File: src/rtl/pipeline_ctrl_pkg.sv
// Shared constants for the pipeline control unit: control-register map,
// exception and control-op codes, execution modes and FSM states.
package pipeline_ctrl_pkg;
  localparam logic [4:0] CREG_STATUS     = 5'd0;
  localparam logic [4:0] CREG_PRE_STATUS = 5'd1;
  localparam logic [4:0] CREG_EPC        = 5'd2;
  localparam logic [4:0] CREG_EXP_VECTOR = 5'd3;
  localparam logic [4:0] CREG_CAUSE      = 5'd4;
  localparam logic [4:0] CREG_INT_MASK   = 5'd5;
  localparam logic [4:0] CREG_IRQ        = 5'd6;

  localparam logic CPU_KERNEL_MODE = 1'b0;
  localparam logic CPU_USER_MODE   = 1'b1;

  typedef enum logic [2:0] {
    NO_EXP = 3'd0, EXT_INT = 3'd1, UNDEF_INSN = 3'd2, OVERFLOW = 3'd3,
    MISS_ALIGN = 3'd4, TRAP = 3'd5, PRV_VIO = 3'd6
  } exp_code_e;

  typedef enum logic [1:0] {
    CTRL_NOP = 2'd0, CTRL_WRCR = 2'd1, CTRL_EXRT = 2'd2
  } ctrl_op_e;

  typedef enum logic {ST_RUN = 1'b0, ST_FLUSH = 1'b1} state_e;

  typedef struct packed {
    logic int_en;
    logic exe_mode;
  } status_t;
endpackage

File: src/rtl/pipeline_ctrl_if.sv
// Bundle of pipeline-side signals seen by the control unit; slave is the
// controller view, master is the pipeline/driver view.
interface pipeline_ctrl_if #(parameter int IRQ_W = 8);
  logic             if_busy, ld_hazard, mem_busy;
  logic [29:0]      id_pc, mem_pc;
  logic             mem_en, mem_br_flag;
  logic [1:0]       mem_ctrl_op;
  logic [4:0]       mem_dst_addr;
  logic [2:0]       mem_exp_code;
  logic [31:0]      mem_out;
  logic [IRQ_W-1:0] irq;
  logic [4:0]       creg_rd_addr;
  logic [31:0]      creg_rd_data;
  logic             exe_mode, int_detect;
  logic             if_stall, id_stall, ex_stall, mem_stall;
  logic             if_flush, id_flush, ex_flush, mem_flush;
  logic [29:0]      new_pc;

  modport slave (
    input  if_busy, ld_hazard, mem_busy, id_pc, mem_pc, mem_en, mem_br_flag,
           mem_ctrl_op, mem_dst_addr, mem_exp_code, mem_out, irq, creg_rd_addr,
    output creg_rd_data, exe_mode, int_detect,
           if_stall, id_stall, ex_stall, mem_stall,
           if_flush, id_flush, ex_flush, mem_flush, new_pc
  );
  modport master (
    output if_busy, ld_hazard, mem_busy, id_pc, mem_pc, mem_en, mem_br_flag,
           mem_ctrl_op, mem_dst_addr, mem_exp_code, mem_out, irq, creg_rd_addr,
    input  creg_rd_data, exe_mode, int_detect,
           if_stall, id_stall, ex_stall, mem_stall,
           if_flush, id_flush, ex_flush, mem_flush, new_pc
  );
endinterface

File: src/rtl/pipeline_ctrl_creg_file.sv
// Control-register storage: exception entry / EXRT / WRCR write ports and a
// combinational read mux that forwards a WRCR still sitting in MEM.
module pipeline_ctrl_creg_file
  import pipeline_ctrl_pkg::*;
#(
  parameter int IRQ_W  = 8,
  parameter int CREG_N = 8
) (
  input  logic             clk,
  input  logic             reset_,
  input  logic             exc_en,
  input  logic [3:0]       exc_cause,
  input  logic [29:0]      exc_epc,
  input  logic             exrt_en,
  input  logic             wr_en,
  input  logic             byp_en,
  input  logic [4:0]       wr_addr,
  input  logic [31:0]      wr_data,
  input  logic [IRQ_W-1:0] irq,
  input  logic [4:0]       rd_addr,
  output logic [31:0]      rd_data,
  output status_t          status,
  output logic [29:0]      epc,
  output logic [29:0]      exp_vector,
  output logic [IRQ_W-1:0] int_mask
);
  status_t          status_q, status_d, pre_status_q, pre_status_d;
  logic [29:0]      epc_q, epc_d, vec_q, vec_d;
  logic [3:0]       cause_q, cause_d;
  logic [IRQ_W-1:0] mask_q, mask_d;
  logic             wr_ok;
  logic [31:0]      wr_view;

  assign status     = status_q;
  assign epc        = epc_q;
  assign exp_vector = vec_q;
  assign int_mask   = mask_q;

  // Only STATUS..INT_MASK are writable; IRQ and reserved slots ignore WRCR.
  assign wr_ok = (wr_addr <= CREG_INT_MASK) && (32'(wr_addr) < CREG_N);

  always_comb begin
    wr_view = '0;
    case (wr_addr)
      CREG_STATUS, CREG_PRE_STATUS: wr_view = {30'd0, wr_data[1:0]};
      CREG_EPC, CREG_EXP_VECTOR:    wr_view = {wr_data[31:2], 2'b00};
      CREG_CAUSE:                   wr_view = {28'd0, wr_data[3:0]};
      CREG_INT_MASK:                wr_view = 32'(wr_data[IRQ_W-1:0]);
      default:                      wr_view = '0;
    endcase
  end

  always_comb begin
    rd_data = '0;
    if (32'(rd_addr) < CREG_N) begin
      case (rd_addr)
        CREG_STATUS:     rd_data = {30'd0, status_q};
        CREG_PRE_STATUS: rd_data = {30'd0, pre_status_q};
        CREG_EPC:        rd_data = {epc_q, 2'b00};
        CREG_EXP_VECTOR: rd_data = {vec_q, 2'b00};
        CREG_CAUSE:      rd_data = {28'd0, cause_q};
        CREG_INT_MASK:   rd_data = 32'(mask_q);
        CREG_IRQ:        rd_data = 32'(irq);
        default:         rd_data = '0;
      endcase
    end
    if (byp_en && wr_ok && (rd_addr == wr_addr)) rd_data = wr_view;
  end

  always_comb begin
    status_d     = status_q;
    pre_status_d = pre_status_q;
    epc_d        = epc_q;
    vec_d        = vec_q;
    cause_d      = cause_q;
    mask_d       = mask_q;
    if (exc_en) begin
      pre_status_d = status_q;
      status_d     = '{int_en: 1'b0, exe_mode: CPU_KERNEL_MODE};
      cause_d      = exc_cause;
      epc_d        = exc_epc;
    end else if (exrt_en) begin
      status_d = pre_status_q;
    end else if (wr_en && wr_ok) begin
      case (wr_addr)
        CREG_STATUS:     status_d     = wr_data[1:0];
        CREG_PRE_STATUS: pre_status_d = wr_data[1:0];
        CREG_EPC:        epc_d        = wr_data[31:2];
        CREG_EXP_VECTOR: vec_d        = wr_data[31:2];
        CREG_CAUSE:      cause_d      = wr_data[3:0];
        CREG_INT_MASK:   mask_d       = wr_data[IRQ_W-1:0];
        default: ;
      endcase
    end
  end

  always_ff @(posedge clk) begin
    if (!reset_) begin
      status_q     <= '{int_en: 1'b0, exe_mode: CPU_KERNEL_MODE};
      pre_status_q <= '0;
      epc_q        <= '0;
      vec_q        <= '0;
      cause_q      <= '0;
      mask_q       <= '1;
    end else begin
      status_q     <= status_d;
      pre_status_q <= pre_status_d;
      epc_q        <= epc_d;
      vec_q        <= vec_d;
      cause_q      <= cause_d;
      mask_q       <= mask_d;
    end
  end
endmodule

File: src/rtl/pipeline_ctrl.sv
// Pipeline control: stall/flush generation, MEM-stage event priority
// (exception > EXRT > WRCR), redirect PC and the RUN/FLUSH sequencer.
module pipeline_ctrl
  import pipeline_ctrl_pkg::*;
#(
  parameter int IRQ_W  = 8,
  parameter int CREG_N = 8
) (
  input logic             clk,
  input logic             reset_,
  pipeline_ctrl_if.slave  bus
);
  state_e      state_q, state_d;
  status_t     status;
  logic [29:0] epc, exp_vector, exc_epc;
  logic [IRQ_W-1:0] int_mask;
  logic        stall, act, int_detect, int_take, exc_en, exrt_en, wr_en, flush_all;
  logic [2:0]  exc_code;
  logic        unused_id_pc;

  assign unused_id_pc = ^bus.id_pc;

  assign stall      = bus.if_busy | bus.mem_busy;
  assign act        = bus.mem_en & ~stall;
  assign int_detect = status.int_en & (|(bus.irq & ~int_mask));
  // Interrupts stay off for the one cycle after a redirect so the handler's
  // first fetch lands before another entry can fire.
  assign int_take   = int_detect & (state_q == ST_RUN);
  assign exc_en     = act & (int_take | (bus.mem_exp_code != NO_EXP));
  assign exc_code   = int_take ? EXT_INT : bus.mem_exp_code;
  assign exrt_en    = act & ~exc_en & (bus.mem_ctrl_op == CTRL_EXRT);
  assign wr_en      = act & ~exc_en & ~exrt_en & (bus.mem_ctrl_op == CTRL_WRCR);
  assign flush_all  = exc_en | exrt_en;
  // A TRAP outside a delay slot resumes after the trap; everything else replays.
  assign exc_epc    = ((exc_code == TRAP) && !bus.mem_br_flag) ? bus.mem_pc + 30'd1 : bus.mem_pc;

  assign bus.int_detect = int_detect;
  assign bus.exe_mode   = status.exe_mode;
  assign bus.if_stall   = stall | bus.ld_hazard;
  assign bus.id_stall   = stall;
  assign bus.ex_stall   = stall;
  assign bus.mem_stall  = stall;
  assign bus.if_flush   = flush_all;
  assign bus.id_flush   = flush_all | bus.ld_hazard;
  assign bus.ex_flush   = flush_all;
  assign bus.mem_flush  = flush_all;
  assign bus.new_pc     = exc_en ? exp_vector : (exrt_en ? epc : 30'd0);

  always_comb begin
    state_d = state_q;
    case (state_q)
      ST_RUN:   if (flush_all) state_d = ST_FLUSH;
      ST_FLUSH: state_d = ST_RUN;
      default:  state_d = ST_RUN;
    endcase
  end

  always_ff @(posedge clk) begin
    if (!reset_) state_q <= ST_RUN;
    else         state_q <= state_d;
  end

  pipeline_ctrl_creg_file #(.IRQ_W(IRQ_W), .CREG_N(CREG_N)) u_creg (
    .clk        (clk),
    .reset_     (reset_),
    .exc_en     (exc_en),
    .exc_cause  ({bus.mem_br_flag, exc_code}),
    .exc_epc    (exc_epc),
    .exrt_en    (exrt_en),
    .wr_en      (wr_en),
    .byp_en     (bus.mem_ctrl_op == CTRL_WRCR),
    .wr_addr    (bus.mem_dst_addr),
    .wr_data    (bus.mem_out),
    .irq        (bus.irq),
    .rd_addr    (bus.creg_rd_addr),
    .rd_data    (bus.creg_rd_data),
    .status     (status),
    .epc        (epc),
    .exp_vector (exp_vector),
    .int_mask   (int_mask)
  );
endmodule

File: src/flat_wrapper.sv
// flat-port wrapper written by rule: the top's interface ports become plain ports
module pipeline_ctrl_flat import pipeline_ctrl_pkg::*;
#(
  parameter int IRQ_W  = 8,
  parameter int CREG_N = 8
)
  (clk, reset_, bus_if_busy, bus_ld_hazard, bus_mem_busy, bus_id_pc, bus_mem_pc, bus_mem_en, bus_mem_br_flag, bus_mem_ctrl_op, bus_mem_dst_addr, bus_mem_exp_code, bus_mem_out, bus_irq, bus_creg_rd_addr, bus_creg_rd_data, bus_exe_mode, bus_int_detect, bus_if_stall, bus_id_stall, bus_ex_stall, bus_mem_stall, bus_if_flush, bus_id_flush, bus_ex_flush, bus_mem_flush, bus_new_pc);
  pipeline_ctrl_if #(.IRQ_W(IRQ_W)) bus_i ();
  input logic clk;
  input logic reset_;
  input wire logic [$bits(bus_i.if_busy)-1:0] bus_if_busy;
  input wire logic [$bits(bus_i.ld_hazard)-1:0] bus_ld_hazard;
  input wire logic [$bits(bus_i.mem_busy)-1:0] bus_mem_busy;
  input wire logic [$bits(bus_i.id_pc)-1:0] bus_id_pc;
  input wire logic [$bits(bus_i.mem_pc)-1:0] bus_mem_pc;
  input wire logic [$bits(bus_i.mem_en)-1:0] bus_mem_en;
  input wire logic [$bits(bus_i.mem_br_flag)-1:0] bus_mem_br_flag;
  input wire logic [$bits(bus_i.mem_ctrl_op)-1:0] bus_mem_ctrl_op;
  input wire logic [$bits(bus_i.mem_dst_addr)-1:0] bus_mem_dst_addr;
  input wire logic [$bits(bus_i.mem_exp_code)-1:0] bus_mem_exp_code;
  input wire logic [$bits(bus_i.mem_out)-1:0] bus_mem_out;
  input wire logic [$bits(bus_i.irq)-1:0] bus_irq;
  input wire logic [$bits(bus_i.creg_rd_addr)-1:0] bus_creg_rd_addr;
  output wire logic [$bits(bus_i.creg_rd_data)-1:0] bus_creg_rd_data;
  output wire logic [$bits(bus_i.exe_mode)-1:0] bus_exe_mode;
  output wire logic [$bits(bus_i.int_detect)-1:0] bus_int_detect;
  output wire logic [$bits(bus_i.if_stall)-1:0] bus_if_stall;
  output wire logic [$bits(bus_i.id_stall)-1:0] bus_id_stall;
  output wire logic [$bits(bus_i.ex_stall)-1:0] bus_ex_stall;
  output wire logic [$bits(bus_i.mem_stall)-1:0] bus_mem_stall;
  output wire logic [$bits(bus_i.if_flush)-1:0] bus_if_flush;
  output wire logic [$bits(bus_i.id_flush)-1:0] bus_id_flush;
  output wire logic [$bits(bus_i.ex_flush)-1:0] bus_ex_flush;
  output wire logic [$bits(bus_i.mem_flush)-1:0] bus_mem_flush;
  output wire logic [$bits(bus_i.new_pc)-1:0] bus_new_pc;
  assign bus_i.if_busy = bus_if_busy;
  assign bus_i.ld_hazard = bus_ld_hazard;
  assign bus_i.mem_busy = bus_mem_busy;
  assign bus_i.id_pc = bus_id_pc;
  assign bus_i.mem_pc = bus_mem_pc;
  assign bus_i.mem_en = bus_mem_en;
  assign bus_i.mem_br_flag = bus_mem_br_flag;
  assign bus_i.mem_ctrl_op = bus_mem_ctrl_op;
  assign bus_i.mem_dst_addr = bus_mem_dst_addr;
  assign bus_i.mem_exp_code = bus_mem_exp_code;
  assign bus_i.mem_out = bus_mem_out;
  assign bus_i.irq = bus_irq;
  assign bus_i.creg_rd_addr = bus_creg_rd_addr;
  assign bus_creg_rd_data = bus_i.creg_rd_data;
  assign bus_exe_mode = bus_i.exe_mode;
  assign bus_int_detect = bus_i.int_detect;
  assign bus_if_stall = bus_i.if_stall;
  assign bus_id_stall = bus_i.id_stall;
  assign bus_ex_stall = bus_i.ex_stall;
  assign bus_mem_stall = bus_i.mem_stall;
  assign bus_if_flush = bus_i.if_flush;
  assign bus_id_flush = bus_i.id_flush;
  assign bus_ex_flush = bus_i.ex_flush;
  assign bus_mem_flush = bus_i.mem_flush;
  assign bus_new_pc = bus_i.new_pc;
  pipeline_ctrl #(.IRQ_W(IRQ_W), .CREG_N(CREG_N)) u_core (.clk(clk), .reset_(reset_), .bus(bus_i));
endmodule
File: config.mk
export PLATFORM = sky130hd
export DESIGN_NAME = pipeline_ctrl_flat
export DESIGN_NICKNAME = d
export VERILOG_FILES = /design/src/rtl/pipeline_ctrl_pkg.sv /design/src/rtl/pipeline_ctrl_if.sv /design/src/rtl/pipeline_ctrl_creg_file.sv /design/src/rtl/pipeline_ctrl.sv /design/src/flat_wrapper.sv
export SDC_FILE = /design/constraint.sdc
export NUM_CORES = 1
export LEC_CHECK = 0
export CAP_MARGIN = 20
export CORE_MARGIN = 4
export CORE_UTILIZATION = 50
export CTS_BUF_LIST = sky130_fd_sc_hd__clkbuf_2
export DETAILED_ROUTE_END_ITERATION = 6
export PLACE_DENSITY = 0.94
export SYNTH_ARGS = -nofsm -noshare
export SYNTH_HDL_FRONTEND = slang
export SYNTH_SLANG_ARGS = --single-unit
File: constraint.sdc
create_clock -name clk -period 4.89 [get_ports clk]
set_input_delay 1.2225 -clock clk [delete_from_list [all_inputs] [get_ports clk]]
set_output_delay 1.2225 -clock clk [all_outputs]
set_load 0.02 [all_outputs]
# After elaboration in Yosys (flattened, before gate mapping)
# Index checks and enable logic that the tools add are counted.
[op_classes] n_mul=0 n_reduce_logical=25 shifts=0 order_cmp=3 div=0 mux=25 eq_ne=16 n_bitwise=20 add_sub_neg=1
[op_table] op="one-hot mux 32 bit (7 select lines)" n=1
[op_table] op="2-to-1 mux 30 bit" n=7
[op_table] op="one-hot mux 32 bit (4 select lines)" n=1
[op_table] op="2-to-1 mux 32 bit" n=2
[op_table] op="adder 30 x 1 -> 30 bit (second input constant)" n=1
[op_table] op="equality test 5 x 3 -> 1 bit (second input constant)" n=5
[op_table] op="equality test 5 x 2 -> 1 bit (second input constant)" n=4
[op_table] op="2-to-1 mux 4 bit" n=4
[op_table] op="2-to-1 mux 2 bit" n=7
[op_table] op="nonzero test 2 bit" n=6
[op_table] op="equality test 5 x 1 -> 1 bit (second input constant)" n=2
[op_table] op="zero test 5 bit" n=2
[op_table] op="less-than comparator 5 x 4 -> 1 bit (second input constant)" n=2
[op_table] op="AND reduction 3 bit" n=3
[op_table] op="bitwise AND 1 bit" n=8
[op_table] op="bitwise AND 8 bit" n=1
[op_table] op="NOT 8 bit" n=1
[op_table] op="AND reduction 4 bit" n=2
[op_table] op="OR reduction 8 bit" n=1
[op_table] op="OR reduction 2 bit" n=3
[op_table] op="equality test 5 bit" n=1
[op_table] op="less-or-equal comparator 5 x 3 -> 1 bit (second input constant)" n=1
[op_table] op="logical AND 1 bit" n=5
[op_table] op="NOT 1 bit" n=5
[op_table] op="other kinds (11)" n=15
[word_totals] mem_count=0 rom_bits=0 input_bits=122 ramBits=0 reg_bits=77 latch_bits=0

# Depth between registers and ports, before layout
# Gate-level depths: netlist (run 1).
[logic_depth] ltp_word=17 ltp_mapped=9 ltp_nobuf=7

# Modules after synthesis
# A second synthesis (run 1) with hierarchy kept.
[hier_totals] cells_unflattened=707 hier_area_um2=5764.3
[by_module_without_submodules] module="pipeline_ctrl_creg_file" cells_per_inst=464 n_inst=1 area_per_inst_um2=4239.1
[by_module_without_submodules] module="pipeline_ctrl" cells_per_inst=243 n_inst=1 area_per_inst_um2=1525.2

# Worst setup path after synthesis (run 1)
# OpenSTA, ideal clock, no wires.
[synth_path] kind="input port to output port" start="in bus_mem_busy" end="out bus_new_pc[19]" t_required_ns=3.668 t_arrival_ns=3.118 stages=7 n_path_buf=3 path_slack_ns=0.550 path_cell_list="or2_1 or2_2 clkbuf_1 a21oi_1 clkbuf_1 clkbuf_1 a22o_1"
[synth_via] elab_chain_len=9
[synth_lines] element="start, declared" line="flat_wrapper.sv:13" text="input wire logic [$bits(bus_i.mem_busy)-1:0] bus_mem_busy;"
[synth_lines] element="bitwise OR 1 bit *" line="pipeline_ctrl.sv:23" text="assign stall = bus.if_busy | bus.mem_busy;"
[synth_lines] element="NOT 1 bit *" line="pipeline_ctrl.sv:24" text="assign act = bus.mem_en & ~stall;"
[synth_lines] element="bitwise AND 1 bit *" line="pipeline_ctrl.sv:24"
[synth_lines] element="bitwise AND 1 bit" line="pipeline_ctrl.sv:29" text="assign exc_en = act & (int_take | (bus.mem_exp_code != NO_EXP));"
[synth_lines] element="NOT 1 bit" line="pipeline_ctrl.sv:31" text="assign exrt_en = act & ~exc_en & (bus.mem_ctrl_op == CTRL_EXRT);"
[synth_lines] element="bitwise AND 1 bit (2 in a row)" line="pipeline_ctrl.sv:31"
[synth_lines] element="2-to-1 mux 30 bit" line="pipeline_ctrl.sv:47" text="assign bus.new_pc = exc_en ? exp_vector : (exrt_en ? epc : 30'd0);"
[synth_lines] element="2-to-1 mux 30 bit *" line="pipeline_ctrl.sv:47"
[synth_lines] element="end, declared" line="flat_wrapper.sv:35" text="output wire logic [$bits(bus_i.new_pc)-1:0] bus_new_pc;"
# Mark *: on every way between the ends. The rest lies on a longest branch, timed or not.

# Final worst setup path (run 1)
[layout_path] start="in bus_irq[3]" end="out bus_new_pc[27]"
[layout_via] elab_chain_len=11
[layout_lines] element="start, declared" line="flat_wrapper.sv:22" text="input wire logic [$bits(bus_i.irq)-1:0] bus_irq;"
[layout_lines] element="bitwise AND 8 bit *" line="pipeline_ctrl.sv:25" text="assign int_detect = status.int_en & (|(bus.irq & ~int_mask));"
[layout_lines] element="OR reduction 8 bit *" line="pipeline_ctrl.sv:25"
[layout_lines] element="bitwise AND 1 bit *" line="pipeline_ctrl.sv:25"
[layout_lines] element="bitwise AND 1 bit *" line="pipeline_ctrl.sv:28" text="assign int_take = int_detect & (state_q == ST_RUN);"
[layout_lines] element="bitwise OR 1 bit *" line="pipeline_ctrl.sv:29"
[layout_lines] element="bitwise AND 1 bit *" line="pipeline_ctrl.sv:29"
[layout_lines] element="NOT 1 bit" line="pipeline_ctrl.sv:31"
[layout_lines] element="bitwise AND 1 bit (2 in a row)" line="pipeline_ctrl.sv:31"
[layout_lines] element="2-to-1 mux 30 bit" line="pipeline_ctrl.sv:47"
[layout_lines] element="2-to-1 mux 30 bit *" line="pipeline_ctrl.sv:47"
# Marked as above.

==> results.cfg, run 1 <==
[status]
outcome = finished clean

[clock_network]
cts_setup_buffers = 0
cts-root-buf = clkbuf_2
cts_sinks = 77
cts_buffers = 9
ctsHoldBuffers = 0
cts_tree = yes
clk_path_buf_depth = 2
cts-htree-levels = 3
clkLatencyLatePin_ps = 560
clk_pin_slew_ps = 240

[power]
ir_drop_mv = 0.146
powerDensity_nw_per_um2 = 180
p_leak_nw = 2.76
total_power_mw = 1.34

[synth]
netlist.top_cell.by_area = dfxtp_1
seq_area_frac_synth_pct = 29.1
async_reset_ff_share_pct = 0
avgSynthCellArea_um2 = 7.82
synth_nets = 799
yosys_warnings = 0
synth_top_area_share_pct = 29.1
synth.area.top_cells = dfxtp_1, a22o_1, mux2_2
synth_edf_count = 0
synth_ff_type = dfxtp_1
synthDistinctLibCells = 61
ys_ff_latch = 77
syn_area_um2 = 5290
synth_cells = 676

[layout]
finish.utilization_pct = 72.0
drive_above_1_share_pct = 12.8
nFillCells = 771
stdcell_count = 972
area_delta_synth_final_pct = 40.6
fin_area_um2 = 7430
nets = 953

[critical_path]
crit_path_max_incr_delay_ps = 600
startpoint_type = input port
crit_path_max_fanout = 11
worstSetupEndpointType = output pin
cp_slowest_cell = clkdlybuf4s50_1
worst_ep_required_time_ps = 3670
worst-path-buf-inv = 4
crit_type = input port to output pin
cpMostUsedCell = clkdlybuf4s50_1
critical-path-top-delay-family = buffers and inverters
cp.arrival_ps = 3620
crit_path_cell_trace = clkdlybuf4s50_1 > inv_1 > o22ai_2 > o311ai_2 > a21oi_4 > buf_4 > a22o_1 > clkdlybuf4s50_1

[routing]
drtAntennaViolNets = 0
drt_iter0_markers = 663
postRouteWirelength_mm = 18.6
first_pass_iters = 5
vias = 6204
avgViaCountPerCell = 6.38
wl_per_cell_um = 19.2
route.detailed.drc = 0

[sta]
relSlewSlack_pct = 35.8
finalClockSkew_ps = 49.5
timing.final.crit_share_pct = 99.1
setup_ws_ps = 43.9
setup_violations = 0
totalNegativeSetupSlack_ps = 0
fmax_ghz = 0.206
slew_viol_final = 0
rsz0062_at_grt = yes
hold_ws_ps = 496
hold_viol = 0
tightest_slew_ps = 954
min_period_ps = 4850

[die]
start_util_pct = 51.2
die-area_um2 = 12300
num_rows = 37
die_h_um = 111
die_x_um = 111
io_pins = 194
core-area_um2 = 10300

[place]
dp.cells = 955
dp_hpwl_mm = 13.7
pre_cts_slack_ps = -44.7
gp_congestion = 0.938
io_buffers = 163
dpl-instance-area_um2 = 7240

[grt]
antenna_found_initial = 1
grt-ovfl-total = 0
grt.total_usage_pct = 29.2
grt_max_degree = 49
grt_pass1_wl_mm = 30.2
grt_pass1_vias = 6240

[job]
max_cap_viol_count = 0

[worst_hold_path]
hp-class = flip-flop to flip-flop
-- final timing paths --
check / from / to / slack, ps / cells after the start
setup / recovery: bus_irq[3] / bus_new_pc[27] / 40 / 8
setup reg to reg: u_core.u_creg.int_mask[6]$_SDFFE_PN1P_ / u_core.u_creg.int_mask[0]$_SDFFE_PN1P_ / 2230 / 7
hold / removal: u_core.u_creg.exp_vector[14]$_SDFFE_PN0P_ / u_core.u_creg.exp_vector[14]$_SDFFE_PN0P_ / 500 / 2
hold reg to reg: u_core.u_creg.exp_vector[14]$_SDFFE_PN0P_ / u_core.u_creg.exp_vector[14]$_SDFFE_PN0P_ / 500 / 2
-- per-layer routing --
| metal | routed length (um) | vias to the layer above | GRT usage, % |
|---|---|---|---|
| li1 | - | 2859 | - |
| met1 | 7460 | 2940 | 36.5 |
| met2 | 9020 | 355 | 49.6 |
| met3 | 1560 | 50 | 4.86 |
| met4 | 608 | 0 | 12.1 |
| met5 | 0 | - | 0 |
-- where the power goes --
part | leakage, nW | switching, mW | total (mW) | internal, mW
logic | 2.05 | 0.126 | 0.258 | 0.132
clock network | 0.0806 | 0.251 | 0.423 | 0.172
registers | 0.624 | 0.0110 | 0.654 | 0.643
total | 2.76 | 0.389 | 1.34 | 0.947
-- cell families after synthesis --
family / after synthesis / share of synthesized area, %
and+or+nand+nor: 238 / 22.7
AOI/OAI and AO/OA: 212 / 27.4
DFF: 77 / 29.1
buffers and inverters: 69 / 5.35
muxes: 57 / 11.6
xor gates and xnor gates: 22 / 3.64
adders and majority gates: 1 / 0.237
-- placed cells by master (no fill, tap or decap), drive strengths merged, types with 5 or more instances in the layout --
| cell | instances |
|---|---|
| o22ai | 11 |
| xor2 | 10 |
| nor2 | 23 |
| dfxtp | 77 |
| dlymetal6s2s | 7 |
| clkdlybuf4s50 | 154 |
| nand4 | 17 |
| nand2 | 85 |
| o21ai | 68 |
| nand2b | 7 |
| a211oi | 11 |
| a31oi | 7 |
| inv | 11 |
| and3 | 8 |
| nor4 | 8 |
| a21oi | 25 |
| mux2 | 33 |
| a221oi | 6 |
| nor3 | 20 |
| nand3 | 47 |
| clkbuf | 9 |
| buf | 42 |
| o31a | 5 |
| xnor2 | 12 |
| a22o | 55 |
| mux2i | 24 |
-- cells in the mapped netlist, types with 2 or more instances --
master / instances
nand4_1: 17
xnor2_1: 12
nand3_1: 47
a211oi_1: 10
a222oi_1: 2
or2_1: 2
a31oi_1: 7
o31a_1: 5
a21oi_1: 25
inv_1: 9
o31ai_1: 3
o21ai_0: 67
xor2_1: 10
nor4_1: 8
nand2_1: 85
mux2_2: 33
o21a_1: 4
and2_1: 2
o22ai_1: 11
o311a_1: 3
a22o_1: 55
mux2i_1: 24
nor2_1: 22
clkbuf_1: 51
buf_1: 3
nor4b_1: 2
nor3_1: 19
and3_1: 8
buf_4: 4
or3_1: 3
nand2b_1: 7
dfxtp_1: 77
nor4bb_1: 4
a32oi_1: 3
a221oi_1: 6
-- area by class of cell --
cell class / count / area, um^2 / area share (%)
timing repair buffer: 203 / 2020 / 27.1
multi-input combinational: 530 / 3530 / 47.4
inverter: 9 / 33.8 / 0.454
clock buffer: 9 / 45.0 / 0.606
tap: 136 / 170 / 2.29
sequential: 77 / 1540 / 20.7
clock inverter: 7 / 97.6 / 1.31
antenna: 1 / 2.50 / 0.0337
-- tightest hold or removal path: stages, from the launching register on --
cell and delay, ps:
dfxtp_1 380, nand2_1 50, o21ai_0 60
-- timing repair --
action / 4_1_cts / 5_1_grt
setup endpoints to repair: 14 / 17
pin swaps: 1 / 1
resized for setup: 3 / 9
hold endpoints to repair: 0 / 0
cloned: 0 / 0
-- registers in the layout, indices dropped and copies added, names as in the netlist --
register / count
u_core.state_q: 1
u_core.u_creg.cause_q: 4
u_core.u_creg.epc: 30
u_core.u_creg.exp_vector: 30
u_core.u_creg.int_mask: 8
u_core.u_creg.pre_status_q: 2
u_core.u_creg.status: 2
No activity file was read; power rests on OpenSTA's default activity.
==> inputs of run 2 (changes only) <==
Settings changed: TNS_END_PERCENT from default to 1.
==> results.cfg, run 2 (synthesis results as in run 1) <==
[critical_path]
cp.arrival_ps = 3620
startpoint_type = input port
r2r_cells = 7
r2r_end = u_core.u_creg.int_mask[0]$_SDFFE_PN1P_
crit_path_max_fanout = 11
r2r_slack_ps = 2230
worst_ep_required_time_ps = 3670
worstSetupEndpointType = output pin
crit_type = input port to output pin
r2r_start = u_core.u_creg.int_mask[7]$_SDFFE_PN1P_

[grt]
grt_max_degree = 49
grt_pass1_vias = 6240
antenna_found_initial = 1
grt-ovfl-total = 0
grt_pass1_wl_mm = 30.2
grt.total_usage_pct = 29.2

[clock_network]
cts_sinks = 77
cts-htree-levels = 3
cts-root-buf = clkbuf_2
clk_path_buf_depth = 2
cts_buffers = 9
cts_tree = yes
clk_pin_slew_ps = 210
cts_setup_buffers = 0
clkLatencyLatePin_ps = 550

[die]
num_rows = 37
io_pins = 194
core-area_um2 = 10300
die_x_um = 111
die-area_um2 = 12300
start_util_pct = 51.2
die_h_um = 111

[routing]
wl_per_cell_um = 19.2
route.detailed.drc = 0
vias = 6244
postRouteWirelength_mm = 18.7
avgViaCountPerCell = 6.42
drt_iter0_markers = 667
first_pass_iters = 5
drtAntennaViolNets = 0

[layout]
area_delta_synth_final_pct = 40.4
stdcell_count = 972
finish.utilization_pct = 71.9
nFillCells = 773
final_cell_mix = clkdlybuf4s50_1, nand2_1, dfxtp_1
nets = 953
fin_area_um2 = 7430
drive_above_1_share_pct = 12.8
multi_input_area_um2 = 3530
layout_commonest_cell = clkdlybuf4s50_1
regArea_um2 = 1540

[sta]
rsz0062_at_grt = no
timing.final.crit_share_pct = 99.0
finalClockSkew_ps = 47.2
setup_violations = 0
fmax_ghz = 0.207
relSlewSlack_pct = 36.9
slew_viol_final = 0
tightest_slew_ps = 938
hold_viol = 0
min_period_ps = 4840

[power]
powerDensity_nw_per_um2 = 180
power_frac_seq_pct = 49.0
p_int_uw = 947
switching_share_pct = 29.1
p_leak_nw = 2.70
ir_drop_mv = 0.146
switchingPower_uw = 388
power_frac_comb_pct = 19.4
pwr-share-clk_pct = 31.6

[worst_hold_path]
hold_depth = 2
hp-start = u_core.u_creg.exp_vector[12]$_SDFFE_PN0P_
hp-class = flip-flop to flip-flop
hold-path-endpoint = u_core.u_creg.exp_vector[12]$_SDFFE_PN0P_

[place]
dp.cells = 955
io_buffers = 163
gp_congestion = 0.938
dpl-instance-area_um2 = 7240
dp_hpwl_mm = 13.7

[status]
outcome = finished clean

[job]
max_cap_viol_count = 0
## run 2: worst max path at each step
stage / from / end / cells after the start
2_1_floorplan: bus_mem_busy / bus_new_pc[19] / 7
3_3_place_gp: bus_irq[3] / bus_new_pc[1] / 8
3_5_place_dp: bus_irq[3] / bus_new_pc[1] / 8
4_1_cts: bus_irq[2] / bus_new_pc[1] / 8
5_1_grt: bus_irq[7] / bus_new_pc[24] / 8
6_report: bus_irq[7] / bus_new_pc[24] / 8
## run 2: critical path: stages
cell,delay (ps)
clkdlybuf4s50_1,440
nand2b_1,130
o2111ai_2,180
o311ai_2,440
a21oi_4,200
buf_4,220
a22o_1,230
clkdlybuf4s50_1,540
## run 2: per-stage QoR
stage	hold slack (ps)	TNS, ps	setup slack (ps)	power, mW
floorplan	441	0	550	0.770
global placement	449	-84.2	-19.9	0.909
detailed placement	466	-347	-44.7	0.916
CTS	488	0	19.3	1.32
global route	511	0	7.19	1.38
finish	495	0	50.0	1.34
## run 2: routing by layer
metal  up-vias  global-route usage [%]  wire length (um)
met5         -                       0                 0
met4         0                    12.1               651
met3        59                    4.86              1380
met2       328                    49.6              9070
met1      2998                    36.5              7580
li1       2859                       -                 -
## run 2: final cells by class
cell class                 instances  area share [%]
clock buffer                       9           0.606
clock inverter                     7            1.31
antenna                            1          0.0337
timing repair buffer             203            27.1
inverter                           9           0.455
multi-input combinational        530            47.5
sequential                        77            20.8
tap                              136            2.29
## run 2: repair_timing
action,in CTS,in global routing
pin swaps,1,0
gates resized for setup,3,6
hold buffers,0,0
setup endpoints to repair,14,17
## run 2: power groups by stage
| stage | combinational [mW] | sequential (mW) | clock [mW] |
|---|---|---|---|
| 2_1_floorplan | 0.108 | 0.662 | 0 |
| 3_3_place_gp | 0.244 | 0.665 | 0 |
| 5_1_grt | 0.276 | 0.656 | 0.444 |
| 6_report | 0.259 | 0.654 | 0.422 |
| 3_5_place_dp | 0.251 | 0.666 | 0 |
| 4_1_cts | 0.253 | 0.653 | 0.418 |
==> inputs of run 3 (changes only) <==
Settings changed: GPL_ROUTABILITY_DRIVEN from default to 0, MAX_ROUTING_LAYER from default to met4, REMOVE_ABC_BUFFERS from default to 1.
==> results.cfg, run 3 (synthesis results as in run 1) <==
[critical_path]
worstSetupEndpointType = output pin
crit_path_cell_trace = clkdlybuf4s50_1 > nand2b_1 > o2111ai_2 > o311a_1 > nor2_2 > buf_6 > a22o_1 > clkdlybuf4s50_1
worst-path-buf-inv = 3
crit_path_max_fanout = 16
crit_type = input port to output pin
crit_path_max_incr_delay_ps = 620
startpoint_type = input port
cp_slowest_cell = clkdlybuf4s50_1
worst_ep_required_time_ps = 3670
cp.arrival_ps = 3590
cpMostUsedCell = clkdlybuf4s50_1
critical-path-top-delay-family = buffers and inverters

[layout]
layout_commonest_cell = clkdlybuf4s50_1
nets = 958
area_delta_synth_final_pct = 42.8
drive_above_1_share_pct = 14.2
final_cell_mix = clkdlybuf4s50_1, nand2_1, dfxtp_1

[grt]
antenna_found_initial = 1
grt-ovfl-total = 0
met3_usage_pct = 5.90
grt_pass1_vias = 6160
gr-max-usage-layer = met2
grt_util_met2_pct = 49.3
grt_pass1_wl_mm = 30.2
grt.total_usage_pct = 30.3
grt_max_degree = 54
met1_usage_pct = 36.2

[place]
io_buffers = 163
pre_cts_slack_ps = -392
dp_hpwl_mm = 13.9

[clock_network]
cts-htree-levels = 3
cts_buffers = 9
clk_path_buf_depth = 2
cts-root-buf = clkbuf_2
cts_sinks = 77
clk_pin_slew_ps = 230
cts_tree = yes
clkLatencyLatePin_ps = 560

[power]
p_int_uw = 999
p_leak_nw = 3.11
pwr-share-clk_pct = 33.4
powerDensity_nw_per_um2 = 183
power_frac_comb_pct = 19.3
switchingPower_uw = 386
ir_drop_mv = 0.176
switching_share_pct = 27.8
power_frac_seq_pct = 47.3

[status]
outcome = complete, but fails checks
violations = DRC

[sta]
timing.final.crit_share_pct = 98.5
relSlewSlack_pct = 45.4
setup_violations = 0
tightest_slew_ps = 819
rsz0062_at_grt = yes
totalNegativeSetupSlack_ps = 0
min_period_ps = 4810
finalClockSkew_ps = 34.3
fmax_ghz = 0.208
setup_ws_ps = 75.6
slew_viol_final = 0
hold_viol = 0

[die]
die_h_um = 111
die-area_um2 = 12300
core-area_um2 = 10300
num_rows = 37
io_pins = 194
start_util_pct = 51.2
die_x_um = 111

[job]
max_cap_viol_count = 0

[routing]
postRouteWirelength_mm = 19.9
route.detailed.drc = 6
avgViaCountPerCell = 6.59
wl_per_cell_um = 20.4
vias = 6441
drtAntennaViolNets = 0
drt_iter0_markers = 812
first_pass_iters = 7

[worst_hold_path]
hp-class = flip-flop to flip-flop
## run 3: cell types whose count changed in the layout (fill, tap and decap cells not counted), moves of 2 or more
cell / change
nor2_4: +2
dlymetal6s2s_1: +20
nor2_1: -3
inv_6: -2
buf_4: +4
clkdlybuf4s50_1: -21
nor2_2: +2
## run 3: final timing paths
kind,start,endpoint,slack (ps),depth (start not counted)
min,u_core.u_creg.exp_vector[0]$_SDFFE_PN0P_,u_core.u_creg.exp_vector[0]$_SDFFE_PN0P_,490,2
max reg2reg,u_core.u_creg.int_mask[7]$_SDFFE_PN1P_,u_core.u_creg.int_mask[1]$_SDFFE_PN1P_,2120,7
min reg2reg,u_core.u_creg.exp_vector[0]$_SDFFE_PN0P_,u_core.u_creg.exp_vector[0]$_SDFFE_PN0P_,490,2
max,bus_irq[7],bus_new_pc[0],80,8
## run 3: worst register-to-register path: stages, from the launching register on
cell and delay, ps:
dfxtp_1 420, nand2b_1 160, o2111ai_2 190, o311ai_2 460, buf_4 350, nand4_1 590
mux2i_1 390, nand2_1 70
## run 3: per-layer routing
| layer | up-vias | share of wire [%] |
|---|---|---|
| met5 | - | 0 |
| met3 | 122 | 9.7 |
| li1 | 2865 | - |
| met1 | 3005 | 38 |
| met2 | 449 | 47 |
| met4 | 0 | 5.2 |
## run 3: power by group through the flow
stage	Combinational, mW	Clock (mW)	Sequential [mW]
global placement	0.246	0	0.664
global route	0.284	0.483	0.656
finish	0.267	0.463	0.654
detailed placement	0.253	0	0.666
floorplan	0.0872	0	0.662
CTS	0.256	0.458	0.653
## run 3: through the flow
| stage | hold slack [ps] | utilization, % | power (mW) | area [um^2] | cells |
|---|---|---|---|---|---|
| after floorplan | 441 | - | 0.749 | 5040 | 616 |
| after global placement | 451 | 70.0 | 0.910 | 7220 | 957 |
| after detailed placement | 467 | 70.0 | 0.919 | 7220 | 957 |
| after CTS | 490 | 71.6 | 1.37 | 7390 | 973 |
| after global routing | 514 | 73.2 | 1.42 | 7550 | 977 |
| final | 490 | 73.2 | 1.38 | 7550 | 977 |
## run 3: area by class of cell
cell class / count / area, um^2
fillers: 706 / 2770
flip-flops and latches: 77 / 1540
clock inverters: 6 / 111
repair buffers: 207 / 2080
diodes: 1 / 2.50
well taps: 136 / 170
inverters: 9 / 33.8
clock buffers: 10 / 50.0
multi-input cells: 531 / 3560
## run 3: what timing repair did
item                                    in CTS  in global routing
gates resized for setup                      2                 36
cloned                                       0                  1
setup buffers                                0                  2
hold buffers                                 0                  0
endpoints found under the hold margin        0                  0
endpoints found under the setup margin      24                 57
pin swaps                                    1                  2
